==> src/rtl/uart_pkg.sv <==
// Shared UART definitions: RX state encodings, oversampling constants,
// word-length encodings and the parity helper used by both TX and RX blocks.
package uart_pkg;

  typedef enum logic [2:0] {
    RX_IDLE     = 3'd0,
    RX_START    = 3'd1,
    RX_DATA     = 3'd2,
    RX_PARITY   = 3'd3,
    RX_STOP     = 3'd4,
    RX_BRK_WAIT = 3'd5
  } rx_state_t;

  localparam logic [4:0] OSR_16 = 5'd16;
  localparam logic [4:0] OSR_13 = 5'd13;
  localparam logic [4:0] MID_16 = 5'd7;
  localparam logic [4:0] MID_13 = 5'd5;

  localparam logic [1:0] WLS_5 = 2'd0;
  localparam logic [1:0] WLS_6 = 2'd1;
  localparam logic [1:0] WLS_7 = 2'd2;
  localparam logic [1:0] WLS_8 = 2'd3;

  // Stick parity forces ~esp; otherwise esp=1 gives even parity over the word.
  function automatic logic parity_expected(input logic [7:0] data,
                                           input logic [1:0] wls,
                                           input logic       esp,
                                           input logic       sp);
    logic [7:0] mask;
    logic       result;
    case (wls)
      WLS_5:   mask = 8'h1F;
      WLS_6:   mask = 8'h3F;
      WLS_7:   mask = 8'h7F;
      default: mask = 8'hFF;
    endcase
    if (sp) result = ~esp;
    else    result = (^(data & mask)) ^ ~esp;
    return result;
  endfunction

endpackage

==> src/rtl/uart_rx_sync.sv <==
// Multi-flop synchronizer for the asynchronous RX line plus falling-edge detect.
// The chain and edge history reset to 1 (line idle).
module uart_rx_sync
  import uart_pkg::*;
#(
  parameter int SYNC_STAGES = 2
) (
  input  logic clk,
  input  logic srst,
  input  logic serial,
  output logic rx_sync,
  output logic fall_pulse
);

  logic [SYNC_STAGES-1:0] sync_reg;
  logic                   prev_reg;

  always_ff @(posedge clk) begin
    if (srst) begin
      sync_reg <= '1;
      prev_reg <= 1'b1;
    end else begin
      sync_reg <= {sync_reg[SYNC_STAGES-2:0], serial};
      prev_reg <= sync_reg[SYNC_STAGES-1];
    end
  end

  assign rx_sync    = sync_reg[SYNC_STAGES-1];
  assign fall_pulse = prev_reg & ~rx_sync;

endmodule

==> src/rtl/uart_rx_shift.sv <==
// UART receive deserializer on the 16x/13x oversample clock.
// Optional 2-of-3 majority sampling: define UART_RX_MAJORITY_VOTE_EN.
module uart_rx_shift
  import uart_pkg::*;
#(
  parameter int SYNC_STAGES = 2
) (
  input  logic       bclk_in,
  input  logic       rst_in,
  input  logic       enable_in,
  input  logic       serial_in,
  input  logic       osm_sel_in,
  input  logic [1:0] wls_in,
  input  logic       stb_in,
  input  logic       pen_in,
  input  logic       esp_in,
  input  logic       sp_in,
  output logic [7:0] rbr_out,
  output logic       rx_valid_out,
  output logic       parity_err_out,
  output logic       framing_err_out,
  output logic       break_out,
  output logic       busy_out
);

  logic rx_sync;
  logic fall_pulse;

  uart_rx_sync #(.SYNC_STAGES(SYNC_STAGES)) u_sync (
    .clk        (bclk_in),
    .srst       (rst_in),
    .serial     (serial_in),
    .rx_sync    (rx_sync),
    .fall_pulse (fall_pulse)
  );

  logic [4:0] n_val;
  logic [4:0] mid_val;
  logic [4:0] start_pt;
  logic       bit_val;

  assign n_val   = osm_sel_in ? OSR_13 : OSR_16;
  assign mid_val = osm_sel_in ? MID_13 : MID_16;

`ifdef UART_RX_MAJORITY_VOTE_EN
  // Vote taken one cycle past the sample point; delaying the start decision
  // shifts every later sample point by the same cycle.
  logic [1:0] hist_reg;
  always_ff @(posedge bclk_in) begin
    if (rst_in) hist_reg <= 2'b11;
    else        hist_reg <= {hist_reg[0], rx_sync};
  end
  assign bit_val  = (hist_reg[1] & hist_reg[0]) | (hist_reg[1] & rx_sync) |
                    (hist_reg[0] & rx_sync);
  assign start_pt = mid_val + 5'd1;
`else
  assign bit_val  = rx_sync;
  assign start_pt = mid_val;
`endif

  // Only the first stop bit is ever checked, so the stop-length select has no effect here.
  logic unused_stb;
  assign unused_stb = stb_in;

  rx_state_t  state_reg, state_next;
  logic [4:0] cc_reg, cc_next;
  logic [2:0] bc_reg, bc_next;
  logic [7:0] shift_reg, shift_next;
  logic       par_reg, par_next;
  logic [7:0] rbr_reg, rbr_next;
  logic       valid_reg, valid_next;
  logic       pe_reg, pe_next;
  logic       fe_reg, fe_next;
  logic       bi_reg, bi_next;

  logic       at_end;
  logic       last_bit;
  logic       is_break;

  always_ff @(posedge bclk_in) begin
    if (rst_in) begin
      state_reg <= RX_IDLE;
      cc_reg    <= '0;
      bc_reg    <= '0;
      shift_reg <= '0;
      par_reg   <= 1'b0;
      rbr_reg   <= '0;
      valid_reg <= 1'b0;
      pe_reg    <= 1'b0;
      fe_reg    <= 1'b0;
      bi_reg    <= 1'b0;
    end else begin
      state_reg <= state_next;
      cc_reg    <= cc_next;
      bc_reg    <= bc_next;
      shift_reg <= shift_next;
      par_reg   <= par_next;
      rbr_reg   <= rbr_next;
      valid_reg <= valid_next;
      pe_reg    <= pe_next;
      fe_reg    <= fe_next;
      bi_reg    <= bi_next;
    end
  end

  always_comb begin
    state_next = state_reg;
    cc_next    = cc_reg;
    bc_next    = bc_reg;
    shift_next = shift_reg;
    par_next   = par_reg;
    rbr_next   = rbr_reg;
    valid_next = 1'b0;
    pe_next    = pe_reg;
    fe_next    = fe_reg;
    bi_next    = bi_reg;

    at_end   = (cc_reg == (n_val - 5'd1));
    last_bit = (bc_reg == ({1'b0, wls_in} + 3'd4));
    // Break: every sampled bit of the frame, stop included, was 0.
    is_break = (shift_reg == 8'd0) && !bit_val && (!pen_in || !par_reg);

    if (!enable_in) begin
      state_next = RX_IDLE;
      cc_next    = '0;
      bc_next    = '0;
    end else begin
      case (state_reg)
        RX_IDLE: begin
          if (fall_pulse) begin
            state_next = RX_START;
            cc_next    = '0;
          end
        end
        RX_START: begin
          if (cc_reg == start_pt) begin
            cc_next = '0;
            if (bit_val) begin
              state_next = RX_IDLE;
            end else begin
              state_next = RX_DATA;
              bc_next    = '0;
              shift_next = '0;
              par_next   = 1'b0;
            end
          end else begin
            cc_next = cc_reg + 5'd1;
          end
        end
        RX_DATA: begin
          if (at_end) begin
            shift_next[bc_reg] = bit_val;
            cc_next            = '0;
            if (last_bit) begin
              bc_next    = '0;
              state_next = pen_in ? RX_PARITY : RX_STOP;
            end else begin
              bc_next = bc_reg + 3'd1;
            end
          end else begin
            cc_next = cc_reg + 5'd1;
          end
        end
        RX_PARITY: begin
          if (at_end) begin
            par_next   = bit_val;
            cc_next    = '0;
            state_next = RX_STOP;
          end else begin
            cc_next = cc_reg + 5'd1;
          end
        end
        RX_STOP: begin
          if (at_end) begin
            cc_next    = '0;
            valid_next = 1'b1;
            rbr_next   = shift_reg;
            pe_next    = pen_in & (par_reg ^ parity_expected(shift_reg, wls_in, esp_in, sp_in));
            fe_next    = ~bit_val;
            bi_next    = is_break;
            state_next = is_break ? RX_BRK_WAIT : RX_IDLE;
          end else begin
            cc_next = cc_reg + 5'd1;
          end
        end
        RX_BRK_WAIT: begin
          if (rx_sync) state_next = RX_IDLE;
        end
        default: state_next = RX_IDLE;
      endcase
    end
  end

  assign rbr_out         = rbr_reg;
  assign rx_valid_out    = valid_reg;
  assign parity_err_out  = pe_reg;
  assign framing_err_out = fe_reg;
  assign break_out       = bi_reg;
  assign busy_out        = (state_reg != RX_IDLE);

endmodule
==> config.mk <==
export PLATFORM = sky130hd
export DESIGN_NAME = uart_rx_shift
export DESIGN_NICKNAME = d
export VERILOG_FILES = /design/src/rtl/uart_pkg.sv /design/src/rtl/uart_rx_sync.sv /design/src/rtl/uart_rx_shift.sv
export SDC_FILE = /design/constraint.sdc
export NUM_CORES = 1
export LEC_CHECK = 0
export ABC_AREA = 1
export ABC_CLOCK_PERIOD_IN_PS = 2900
export BUFFER_PORTS_ARGS = -buffer_cell sky130_fd_sc_hd__clkbuf_2
export CAP_MARGIN = 20
export CORE_UTILIZATION = 25
export CTS_BUF_LIST = sky130_fd_sc_hd__clkbuf_16
export DETAILED_ROUTE_END_ITERATION = 12
export SLEW_MARGIN = 0
export SYNTH_ARGS = -nofsm -noshare
export SYNTH_HDL_FRONTEND = slang
export SYNTH_SLANG_ARGS = --single-unit
==> constraint.sdc <==
create_clock -name bclk_in -period 2.9 [get_ports bclk_in]
set_clock_uncertainty 0.05 [all_clocks]
set_input_delay 0.145 -clock bclk_in [delete_from_list [all_inputs] [get_ports bclk_in]]
set_output_delay 0.145 -clock bclk_in [all_outputs]
set_load 0.05 [all_outputs]
Word level (Yosys, flattened, before mapping)
Cells that the tools add are included.
- word-level logic and storage cells: 111
- bits in registers: 35
- magnitude comparators: 2
- bitwise logic cells: 9
- reduce and logical (&&, ||, !) cells: 24
- equality and inequality tests: 18
- $add $sub $neg: 4
- mux-type cells: 42
- operators with widths (cell ; number):
    two-way mux 8 bit ; 6
    two-way mux 3 bit ; 13
    one-hot mux 8 bit (3 select lines) ; 1
    two-way mux 5 bit ; 4
    one-hot mux 3 bit (6 select lines) ; 1
    one-hot mux 8 bit (2 select lines) ; 1
    one-hot mux 5 bit (3 select lines) ; 1
    != test 2 bit, second input constant ; 7
    AND reduction 5 bit ; 2
    two-way mux 1 bit ; 9
    bitwise AND 8 bit ; 1
    bitwise mux 8 bit ; 1
    zero test 8 bit ; 1
    parity 8 bit ; 1
    AND reduction 7 bit ; 1
    equality test 3 x 2 -> 1 bit, second input constant ; 2
    equality test 3 bit, second input constant ; 2
    one-hot mux 3 bit (2 select lines) ; 1
    nonzero test 3 bit ; 2
    OR reduction 3 bit ; 2
    adder 5 x 1 -> 5 bit, second input constant ; 1
    equality test 5 x 3 -> 1 bit ; 1
    equality test 5 bit ; 1
    subtractor 5 x 1 -> 5 bit, second input constant ; 1
    25 further kinds ; 36

Longest topological paths before layout
- word-level depth: 15
- mapped depth: 13

By module
Synthesis repeated with hierarchy kept, for this count alone.
- cell total of the unflattened synthesis: 297
- area, all modules: 1939.4 µm²
- modules (own cells, without submodules) (module ; cells an instance ; area each (µm²) ; instances ; seq. area each (µm²)):
    uart_rx_shift ; 285 ; 1845.5 ; 1 ; 640.6
    uart_rx_sync ; 12 ; 93.8 ; 1 ; 60.1

Worst setup path before layout
No wires, ideal clock.
- kind: register to register
- start point: register state_reg[2]
- end point: register shift_reg[0]
- slack: 1.345 ns
- data arrival time: 1.394 ns
- path buffers: 2
- stages on the path, launching flop included: 11
- period minus slack after synthesis: 1.555 ns
- path through: dfxtp_1 > buf_6 > nor2_1 > nand2_1 > o21ai_4 > nand2_4 > nor2_8 > buf_6 > nand3_1 > nand2_1 > nor2_2
- longest elaborated chain between the ends: 3
- RTL lines (item ; RTL line ; RTL):
    from (decl) ; uart_rx_shift.sv:65 ; rx_state_t state_reg, state_next;
    from (signal assigned) ; uart_rx_shift.sv:93 ; state_reg <= state_next;
    equality test 3 x 1 -> 1 bit or equality test 3 x 2 -> 1 bit (tied branches) ; uart_rx_shift.sv:128 ; case (state_reg)
    != test 2 bit (no source line) or nonzero test 2 bit (tied branches) ; n/a ;
    AND reduction 5 bit (no source line) ; n/a ;
    to (signal assigned) ; uart_rx_shift.sv:96 ; shift_reg <= shift_next;
    to (decl) ; uart_rx_shift.sv:68 ; logic [7:0] shift_reg, shift_next;
Parallel ways exist; a longest one is shown, timed or not.
A chain may end at the register's enable or synchronous reset.

Worst setup path in the final report
- start point: register u_sync.sync_reg[1]
- end point: register state_reg[0]
- longest elaborated chain between the ends: 6
- RTL lines (item ; RTL line ; RTL):
    from (decl) ; uart_rx_sync.sv:15 ; logic [SYNC_STAGES-1:0] sync_reg;
    from (signal assigned) ; uart_rx_sync.sv:23 ; sync_reg <= {sync_reg[SYNC_STAGES-2:0], serial};
    zero test 1 bit ; uart_rx_shift.sv:121 ; is_break = (shift_reg == 8'd0) && !bit_val && (!pen_in || !par_reg);
    logical AND 1 bit (2 in a row) ; uart_rx_shift.sv:121 ;
    two-way mux 3 bit ; uart_rx_shift.sv:181 ; state_next = is_break ? RX_BRK_WAIT : RX_IDLE;
    two-way mux 3 bit ; uart_rx_shift.sv:174 ; if (at_end) begin
    one-hot mux 3 bit (6 select lines) ; uart_rx_shift.sv:128 ;
Parallel ways exist; a longest one is shown, timed or not. The select of a mux whose other input is x is not followed.

==> out/results.tsv <==
metric	value	unit
Num CTS Buffers	5	
# nets final	336	
Core ar.	7408	um^2
Post-synth EDFFs	0	
Yosys top cell by area	dfxtp_1	
post-route ant nets	0	
proportion of layout cells with a drive suffix above 1	14.60	%
largest net degree at the start of global routing	20	
RePlAce Congestion	0.8297	
fmax	0.5276	GHz
Reg2Reg Depth	7	
first-pass GRT wire length	7734	um
Finished Layout Cells	421	
Post-DP HPWL	3286	um
Int Power	0.9458	mW
max-cap violation count	0	
Core Rows	31	
Post-Place Setup Slack	1.057	ns
predominant post-synthesis flop cell	dfxtp_1	
Async S/R FF share, synth	0	%
starting density of the core	26.43	%
logic gate share of total power	13.6	%
drt total wl	4409	um
Setup Buffers After CTS	0	
1st-iter DRT viols	52	
Seq/Total Area, Yosys	35.78	%
vias post-DR	1877	
Bufs on Longest Clock Path	2	
run status	finished clean	
met2 usage	19.13	%
sequential power share	39.0	%
sum of negative setup slack	0	ns
Max transition margin	62.77	%
CTS tree	yes	
CTS root buffer	clkbuf_16	
minimum clock period	1.895	ns
Final Worst Setup Slack	1.005	ns
Final setup violation count	0	
Clk Latency, worst-skew pair	0.28	ns
overall routing resource usage	11.41	%
WHS Path Cells	2	
I/O pin count	24	
synthesis-to-finish area growth	18.72	%
critical path arrival	2.06	ns
final hold vios	0	
drt drc	0	
gr busiest metal	met2	
Sw Ratio	26.96	%
First-pass DRT Iterations	4	
die area	8190	um^2
GRT met3 Usage	3.114	%
post-synthesis cell type count	33	
CP max FO	13	
Num Clock Sinks	35	
initial antenna violation count	0	
H-tree levels	2	
Post-synth top cells	nand2_1 (87), inv_1 (36), nor2_1 (36), dfxtp_1 (35), nand3_1 (22)	
vias in the first global route	1734	
P_sw	0.3492	mW
total number of yosys warnings	0	
Fillers	806	
syn_nets	312	
cell count after synthesis	297	
Post-Syn Area	1958	um^2
Static Leakage	1.133	nW
area share of the largest cell type after synthesis	35.78	%
HP Class	input port to register	
WP data required	3.06	ns
fin. max-slew vios	0	
main area contributors after synthesis	dfxtp_1 (36%), nand2_1 (17%), inv_1 (6.9%)	
flops & latches, synth	35	
Startpoint Class	register	
kind of critical path	register to register	
M1 GR Usage	14.34	%
placed insts	412	
ANT cells	0	
grt ovf	0	
clock transition at the registers of the reported paths	0.06	ns
PwrDens	557.1	nW/um^2
RSZ-0062 raised after global routing	false	
top-count cell post-synth	nand2_1	
crit share post-route	65.35	%
I/O Buffers	22	
clock share of power	47.4	%
via/cell ratio	4.458	
Max VDD drop	253.1	uV
Die Wd	90.50	um
Worst setup EP type	register	
worst slew pin tran	0.5533	ns
die height	90.50	um
Syn Area/Cell	6.593	um^2
Final Power	1.295	mW
DR WL/cell	10.47	um
-- per-stage QoR --
step	hold slack (ns)	instance area (um^2)	utilization, %
floorplan	0.1641	1958	-
global placement	0.2833	2146	28.96
detailed placement	0.2847	2146	28.96
CTS	0.08079	2325	31.38
global route	0.08716	2325	31.38
finish	0.08649	2325	31.38
-- per-layer routing --
layer  routed length [um]  part of all wire, %
met5                    0                    0
met4                   33                 0.75
met3                  154                  3.5
met2                 2023                   46
met1                 2197                   50
-- cell usage in the layout, fill, tap and decap left out, drive strengths merged, types with 4 or more instances in the layout --
master	Yosys	routed
inv	38	38
o21ai	24	24
nand2	90	90
nor2	40	40
clkbuf	2	27
dfxtp	35	35
nand4	4	4
ha	4	4
clkinv	2	4
xor2	4	4
a21oi	18	18
nand3	23	23
-- worst max-delay path, stage by stage, from the launching register on --
cell     delay (ns)
dfxtp_1        0.34
inv_1          0.32
nand3_1        0.21
nor4_1         0.56
nor2_1         0.09
nand2_1        0.09
nand2_1        0.05
a21oi_1        0.12
-- power by group through the flow --
stage / combinational (mW) / sequential [mW] / clock (mW)
3_5_place_dp: 0.173 / 0.515 / 0
3_3_place_gp: 0.172 / 0.515 / 0
4_1_cts: 0.176 / 0.504 / 0.628
5_1_grt: 0.196 / 0.506 / 0.650
6_report: 0.176 / 0.505 / 0.614
2_1_floorplan: 0.140 / 0.509 / 0
-- logic make-up after synthesis --
logic type	count (synthesis)	share of synthesized area (%)
AOI/OAI and AO/OA	43	11.82
xor gates and xnor gates	5	2.236
adders and majority gates	4	2.556
buffers and inverters	46	10.10
DFF	35	35.78
and+or+nand+nor	164	37.51
-- path summary, 6_finish.rpt --
| check | startpoint | endpoint | slack [ns] |
|---|---|---|---|
| hold reg to reg | u_sync.sync_reg[0] | u_sync.sync_reg[1] | 0.36 |
| setup reg to reg | u_sync.sync_reg[1] | state_reg[0] | 1.00 |
| setup / recovery | u_sync.sync_reg[1] | state_reg[0] | 1.00 |
| hold / removal | rst_in | parity_err_out | 0.09 |
-- cell type report --
| type | count | area (um^2) | share of cell area [%] |
|---|---|---|---|
| sequential | 35 | 700.7 | 30.14 |
| multi-input combinational | 216 | 1060 | 45.59 |
| tap | 99 | 123.9 | 5.328 |
| inverter | 40 | 151.4 | 6.512 |
| timing repair buffer | 23 | 120.1 | 5.167 |
| clock inverter | 3 | 43.79 | 1.884 |
| clock buffer | 5 | 125.1 | 5.382 |
-- what timing repair did --
action	4_1_cts	5_1_grt
endpoints found under the hold margin	1	0
hold buffers	1	0
resized for setup	0	0
No activity file was read; power rests on OpenSTA's default activity.
